[config.mk]
export PLATFORM = sky130hd
export DESIGN_NAME = axilite_m
export DESIGN_NICKNAME = d
export VERILOG_FILES = /design/src/rtl/axilite_m.sv
export SDC_FILE = /design/constraint.sdc
export NUM_CORES = 1
export LEC_CHECK = 0
export CAP_MARGIN = 20
export CORE_ASPECT_RATIO = 0.75
export CORE_MARGIN = 2
export CORE_UTILIZATION = 55
export DETAILED_ROUTE_END_ITERATION = 12
export DONT_BUFFER_PORTS = 1
export GPL_TIMING_DRIVEN = 0
export PLACE_DENSITY = 0.73
export SYNTH_ARGS = -nofsm -noshare
export SYNTH_HDL_FRONTEND = slang
export SYNTH_SLANG_ARGS = --single-unit
export TNS_END_PERCENT = 100
[constraint.sdc]
create_clock -name m_axi_aclk -period 1.66 [get_ports m_axi_aclk]
set_input_delay 0.332 -clock m_axi_aclk [delete_from_list [all_inputs] [get_ports m_axi_aclk]]
set_output_delay 0.332 -clock m_axi_aclk [all_outputs]
set_load 0.01 [all_outputs]
[src/rtl/axilite_m.sv]
// rtl/axilite_m.sv - AXI4-Lite master turning single-beat local commands into AW/W/B or AR/R transactions
// Optional watchdog enabled by defining AXILITE_M_TIMEOUT_EN (limit set by TIMEOUT_CYCLES).
module axilite_m #(
  parameter int ADDR_W         = 32,
  parameter int DATA_W         = 32,
  parameter int TIMEOUT_CYCLES = 256
) (
  input  logic              m_axi_aclk,
  input  logic              m_axi_aresetn,
  input  logic              cmd_valid,
  output logic              cmd_ready,
  input  logic              cmd_write,
  input  logic [ADDR_W-1:0] cmd_addr,
  input  logic [DATA_W-1:0] cmd_wdata,
  output logic              rsp_valid,
  output logic              rsp_write,
  output logic [1:0]        rsp_resp,
  output logic [DATA_W-1:0] rsp_rdata,
  output logic              m_axi_awvalid,
  input  logic              m_axi_awready,
  output logic [ADDR_W-1:0] m_axi_awaddr,
  output logic              m_axi_wvalid,
  input  logic              m_axi_wready,
  output logic [DATA_W-1:0] m_axi_wdata,
  input  logic              m_axi_bvalid,
  output logic              m_axi_bready,
  input  logic [1:0]        m_axi_bresp,
  output logic              m_axi_arvalid,
  input  logic              m_axi_arready,
  output logic [ADDR_W-1:0] m_axi_araddr,
  input  logic              m_axi_rvalid,
  output logic              m_axi_rready,
  input  logic [DATA_W-1:0] m_axi_rdata,
  input  logic [1:0]        m_axi_rresp
);

  localparam logic [2:0] ST_IDLE = 3'd0;
  localparam logic [2:0] ST_WR   = 3'd1;
  localparam logic [2:0] ST_WR_B = 3'd2;
  localparam logic [2:0] ST_RD_A = 3'd3;
  localparam logic [2:0] ST_RD_R = 3'd4;

  logic [2:0]        state_q, state_d;
  logic              cmd_ready_q, cmd_ready_d;
  logic              awvalid_q, awvalid_d;
  logic              wvalid_q, wvalid_d;
  logic              bready_q, bready_d;
  logic              arvalid_q, arvalid_d;
  logic              rready_q, rready_d;
  logic [ADDR_W-1:0] awaddr_q, awaddr_d;
  logic [DATA_W-1:0] wdata_q, wdata_d;
  logic [ADDR_W-1:0] araddr_q, araddr_d;
  logic              rsp_valid_q, rsp_valid_d;
  logic              rsp_write_q, rsp_write_d;
  logic [1:0]        rsp_resp_q, rsp_resp_d;
  logic [DATA_W-1:0] rsp_rdata_q, rsp_rdata_d;
  logic              timeout;

`ifdef AXILITE_M_TIMEOUT_EN
  localparam int TMO_W = $clog2(TIMEOUT_CYCLES) + 1;

  logic [TMO_W-1:0] tmo_q, tmo_d;

  assign timeout = (state_q != ST_IDLE) && (tmo_q == TMO_W'(TIMEOUT_CYCLES - 1));

  // Counter restarts whenever the FSM moves, so each wait phase gets the full budget.
  always_comb begin
    tmo_d = tmo_q + 1'b1;
    if (state_d == ST_IDLE || state_d != state_q) begin
      tmo_d = '0;
    end
  end

  always_ff @(posedge m_axi_aclk) begin
    if (!m_axi_aresetn) begin
      tmo_q <= '0;
    end else begin
      tmo_q <= tmo_d;
    end
  end
`else
  localparam int unused_timeout_cycles = TIMEOUT_CYCLES;

  assign timeout = 1'b0;
`endif

  always_comb begin
    state_d     = state_q;
    awvalid_d   = awvalid_q;
    wvalid_d    = wvalid_q;
    arvalid_d   = arvalid_q;
    awaddr_d    = awaddr_q;
    wdata_d     = wdata_q;
    araddr_d    = araddr_q;
    rsp_valid_d = 1'b0;
    rsp_write_d = rsp_write_q;
    rsp_resp_d  = rsp_resp_q;
    rsp_rdata_d = rsp_rdata_q;

    case (state_q)
      ST_IDLE: begin
        if (cmd_valid && cmd_ready_q) begin
          if (cmd_write) begin
            awaddr_d  = cmd_addr;
            wdata_d   = cmd_wdata;
            awvalid_d = 1'b1;
            wvalid_d  = 1'b1;
            state_d   = ST_WR;
          end else begin
            araddr_d  = cmd_addr;
            arvalid_d = 1'b1;
            state_d   = ST_RD_A;
          end
        end
      end
      ST_WR: begin
        if (awvalid_q && m_axi_awready) begin
          awvalid_d = 1'b0;
        end
        if (wvalid_q && m_axi_wready) begin
          wvalid_d = 1'b0;
        end
        if (!awvalid_d && !wvalid_d) begin
          state_d = ST_WR_B;
        end
      end
      ST_WR_B: begin
        if (bready_q && m_axi_bvalid) begin
          state_d     = ST_IDLE;
          rsp_valid_d = 1'b1;
          rsp_write_d = 1'b1;
          rsp_resp_d  = m_axi_bresp;
          rsp_rdata_d = '0;
        end
      end
      ST_RD_A: begin
        if (arvalid_q && m_axi_arready) begin
          arvalid_d = 1'b0;
          state_d   = ST_RD_R;
        end
      end
      ST_RD_R: begin
        if (rready_q && m_axi_rvalid) begin
          state_d     = ST_IDLE;
          rsp_valid_d = 1'b1;
          rsp_write_d = 1'b0;
          rsp_resp_d  = m_axi_rresp;
          rsp_rdata_d = m_axi_rdata;
        end
      end
      default: begin
        state_d = ST_IDLE;
      end
    endcase

    // Watchdog abort overrides whatever the channel logic decided this cycle.
    if (timeout) begin
      awvalid_d   = 1'b0;
      wvalid_d    = 1'b0;
      arvalid_d   = 1'b0;
      state_d     = ST_IDLE;
      rsp_valid_d = 1'b1;
      rsp_write_d = (state_q == ST_WR) || (state_q == ST_WR_B);
      rsp_resp_d  = 2'b11;
      rsp_rdata_d = '0;
    end

    cmd_ready_d = (state_d == ST_IDLE);
    bready_d    = (state_d == ST_WR_B);
    rready_d    = (state_d == ST_RD_R);
  end

  always_ff @(posedge m_axi_aclk) begin
    if (!m_axi_aresetn) begin
      state_q     <= ST_IDLE;
      cmd_ready_q <= 1'b0;
      awvalid_q   <= 1'b0;
      wvalid_q    <= 1'b0;
      bready_q    <= 1'b0;
      arvalid_q   <= 1'b0;
      rready_q    <= 1'b0;
      awaddr_q    <= '0;
      wdata_q     <= '0;
      araddr_q    <= '0;
      rsp_valid_q <= 1'b0;
      rsp_write_q <= 1'b0;
      rsp_resp_q  <= 2'b00;
      rsp_rdata_q <= '0;
    end else begin
      state_q     <= state_d;
      cmd_ready_q <= cmd_ready_d;
      awvalid_q   <= awvalid_d;
      wvalid_q    <= wvalid_d;
      bready_q    <= bready_d;
      arvalid_q   <= arvalid_d;
      rready_q    <= rready_d;
      awaddr_q    <= awaddr_d;
      wdata_q     <= wdata_d;
      araddr_q    <= araddr_d;
      rsp_valid_q <= rsp_valid_d;
      rsp_write_q <= rsp_write_d;
      rsp_resp_q  <= rsp_resp_d;
      rsp_rdata_q <= rsp_rdata_d;
    end
  end

  assign cmd_ready     = cmd_ready_q;
  assign m_axi_awvalid = awvalid_q;
  assign m_axi_awaddr  = awaddr_q;
  assign m_axi_wvalid  = wvalid_q;
  assign m_axi_wdata   = wdata_q;
  assign m_axi_bready  = bready_q;
  assign m_axi_arvalid = arvalid_q;
  assign m_axi_araddr  = araddr_q;
  assign m_axi_rready  = rready_q;
  assign rsp_valid     = rsp_valid_q;
  assign rsp_write     = rsp_write_q;
  assign rsp_resp      = rsp_resp_q;
  assign rsp_rdata     = rsp_rdata_q;

endmodule

==> metrics.md <==
| Metric | Value |
|---|---|
| Outcome | finished with violations |
| Failing checks | DRC |
| Vias in the first global route | 4010 |
| Crit-path most repeated cell | buf_6 |
| Final wirelength | 13420 µm |
| CP max stage delay | just over 0.3 ns |
| Clk_lat worst skew | around 0.41 ns |
| P&R area growth vs syn | 21.44% |
| 1st-pass router iterations | 9 |
| Vias/cell | 5.692 |
| Worst path slowest cell | dfxtp_1 |
| Clock slew at reported path FFs | 0.06 ns |
| WS Path Type | reg2reg |
| Ys async rst share | 0% |
| Num rows | 29 |
| Nets | 700 |
| IO Pins | 247 |
| Largest delay share family, worst path | buffers and inverters |
| Final core utilization | 69.61% |
| Leakage | between 2 and 2.5 nW |
| Final setup fails | 0 |
| Die Area | between 9000 and 10000 µm² |
| Max Slew Vio Count | 0 |
| EDFF count, synth | 0 |
| Initial antenna violation count | 0 |
| Post-route ant nets | 0 |
| Min Tclk post-route | ~1.6 ns |
| Post-Syn Instances | 564 |
| Antenna cells | 0 |
| Largest net degree at the start of global routing | 17 |
| Fmax achieved | 0.6161 GHz |
| Syn nets | 673 |
| Worst R2R Start | state_q[0]$_SDFF_PN0_ |
| CTS Root Cell | clkbuf_16 |
| Drt wl/cell | 18.85 µm |
| Starting density of the core | 57.32% |
| First-pass GRT wire length | about 20000 µm |
| Most used DFF post-synth | dfxtp_1 |
| Max transition margin | 62.21% |
| Worst Tran Pin Value | roughly 0.57 ns |
| Distinct cells, synth | 33 |
| Hold crit path type | in2reg |
| Ys Warns | 0 |
| Fraction of layout cells with a size suffix above 1 | 13.74% |
| Clock H-tree levels | 4 |
| Via Count | just over 4000 |
| Seq/Total Area, Yosys | 57.51% |
| Nature of the critical path endpoint | flop |
| Crit path cell chain | buf_6 -> nand4b_1 -> nand2b_4 -> a211oi_4 -> buf_6 -> buf_2 -> a22o_1 |
| Longest Clk Path Bufs | 2 |
| Core Region | 8563 µm² |
| CTS tree | yes |
| GRT Total Usage | 27.39% |
| Num CTS Buffers | 17 |
| GRT overflow | 0 |
| Avg Cell Area, Syn | 8.703 µm² |
| CP arrival | 1.98 ns |
| Commonest non-fill, non-tap cell in the layout | nand2_1 |
| Max-cap violations | 0 |
| Placed wire-length estimate | 9527 µm |
| Power Dens Cells | 1370 nW/µm² |
| Most frequent cells in the layout | nand2_1, dfxtp_1, a21oi_1 |
| Clock sinks | 141 |
| Max IR drop VDD | ~970 µV |
| Synthesis-stage register bit count | 141 |
| RSZ-0062 raised after global routing | true |
| Hold Path Origin | m_axi_aresetn |
| Routability congestion estimate | 0.8466 |
| Final hold violation count | 0 |
| Final period util | 97.77% |
| Residual DRC count | 15 |
| Fin worst setup slack | ~0.037 ns |
| Die Y-Extent | 85.81 µm |
| CP Launch Point | state_q[0]$_SDFF_PN0_ |
| Die Wd | roughly 110 µm |
| Max FO, Critical Path | 10 |
| Hold buffer count at cts | 0 |
| CP Buf/Inv Count | 3 |
| Post-Syn Area | around 5000 µm² |
| Startpoint Class | flop |
| Port buffer count | 0 |
| Post-Route Skew | 0.004332 ns |
| Place WS | -0.2698 ns |
| Required @ worst endpoint | 2.01 ns |
| DRT iter0 DRCs | 263 |
[state kept, by name (all words and copies together), names as in the netlist, 2 cells and up]
name	flops
state_q	3
m_axi_araddr	32
m_axi_wdata	32
rsp_resp	2
m_axi_awaddr	32
rsp_rdata	32
[worst paths after layout]
| kind | to | slack, ns | cells after the start |
|---|---|---|---|
| setup / recovery | rsp_rdata[25]$_SDFFE_PN0P_ | 0.04 | 7 |
| hold / removal | rsp_valid$_SDFF_PN0_ | 0.04 | 1 |
| setup reg to reg | rsp_rdata[25]$_SDFFE_PN0P_ | 0.04 | 7 |
| hold reg to reg | m_axi_wdata[25]$_SDFFE_PN0P_ | 0.50 | 2 |
[layout make-up]
type | instances | area (µm²)
Buffer | 39 | 311.5
Inverter | 2 | 7.507
Clock inverter | 10 | 160.2
Sequential cell | 141 | 2824
Fill cell | 678 | 2603
Clock buffer | 22 | 474.2
Tap cell | 108 | 135.1
Multi-Input combinational cell | 381 | 1928
Timing Repair Buffer | 9 | 120.1
[power by group]
part / internal (mW) / leakage, nW / switching (mW)
combinational: 0.196 / 0.676 / 0.299
sequential: 3.50 / 1.14 / 0.145
clock: 2.63 / 0.310 / 1.39
total: 6.33 / 2.13 / 1.83
[cells by family (layout without fill, tap and decap cells)]
family	Yosys count	in the layout	share of synthesized area, %
AOI/OAI and AO/OA	147	147	18.46
buffers and inverters	42	82	4.639
DFF	141	141	57.51
and+or+nand+nor	234	234	19.40
[cells in the mapped netlist (2+ instances only)]
cell / count / share of area (%)
buf_6: 7 / 1.6
buf_2: 8 / 0.82
nor2_1: 9 / 0.69
a311oi_1: 2 / 0.36
nand4_1: 2 / 0.25
buf_4: 2 / 0.31
a21oi_1: 105 / 11
clkbuf_1: 23 / 1.8
a22o_1: 32 / 5.7
nor2b_1: 3 / 0.38
inv_1: 2 / 0.15
dfxtp_1: 141 / 58
nand3_1: 7 / 0.71
o21ai_0: 2 / 0.20
nand2_1: 201 / 15
[metal layers]
metal,vias up,GRT usage [%],wire length [µm]
met3,26,12.65,1480
met4,0,10.53,282
li1,1945,-,-
met5,-,0,0
met1,1903,31.34,5117
met2,179,45.18,6541
[stage by stage]
stage	total power [mW]	setup TNS, ns	hold slack (ns)	area (µm²)	instances
floorplan	4.004	0	0.4537	4908	564
global placement	4.110	-12.67	0.4586	5044	672
detailed placement	4.130	-15.80	0.4587	5044	672
CTS	8.155	-0.1325	0.02375	5818	710
global route	8.417	-0.01733	0.01951	5961	712
finish	8.164	0	0.03885	5961	712
[repair_timing]
item / 4_1_cts / 5_1_grt
cloned: 1 / 2
gates resized for setup: 31 / 24
pin swaps: 3 / 3
setup endpoints to repair: 123 / 123
setup buffers: 5 / 1
Note: power is estimated with default switching activity, not from simulation.
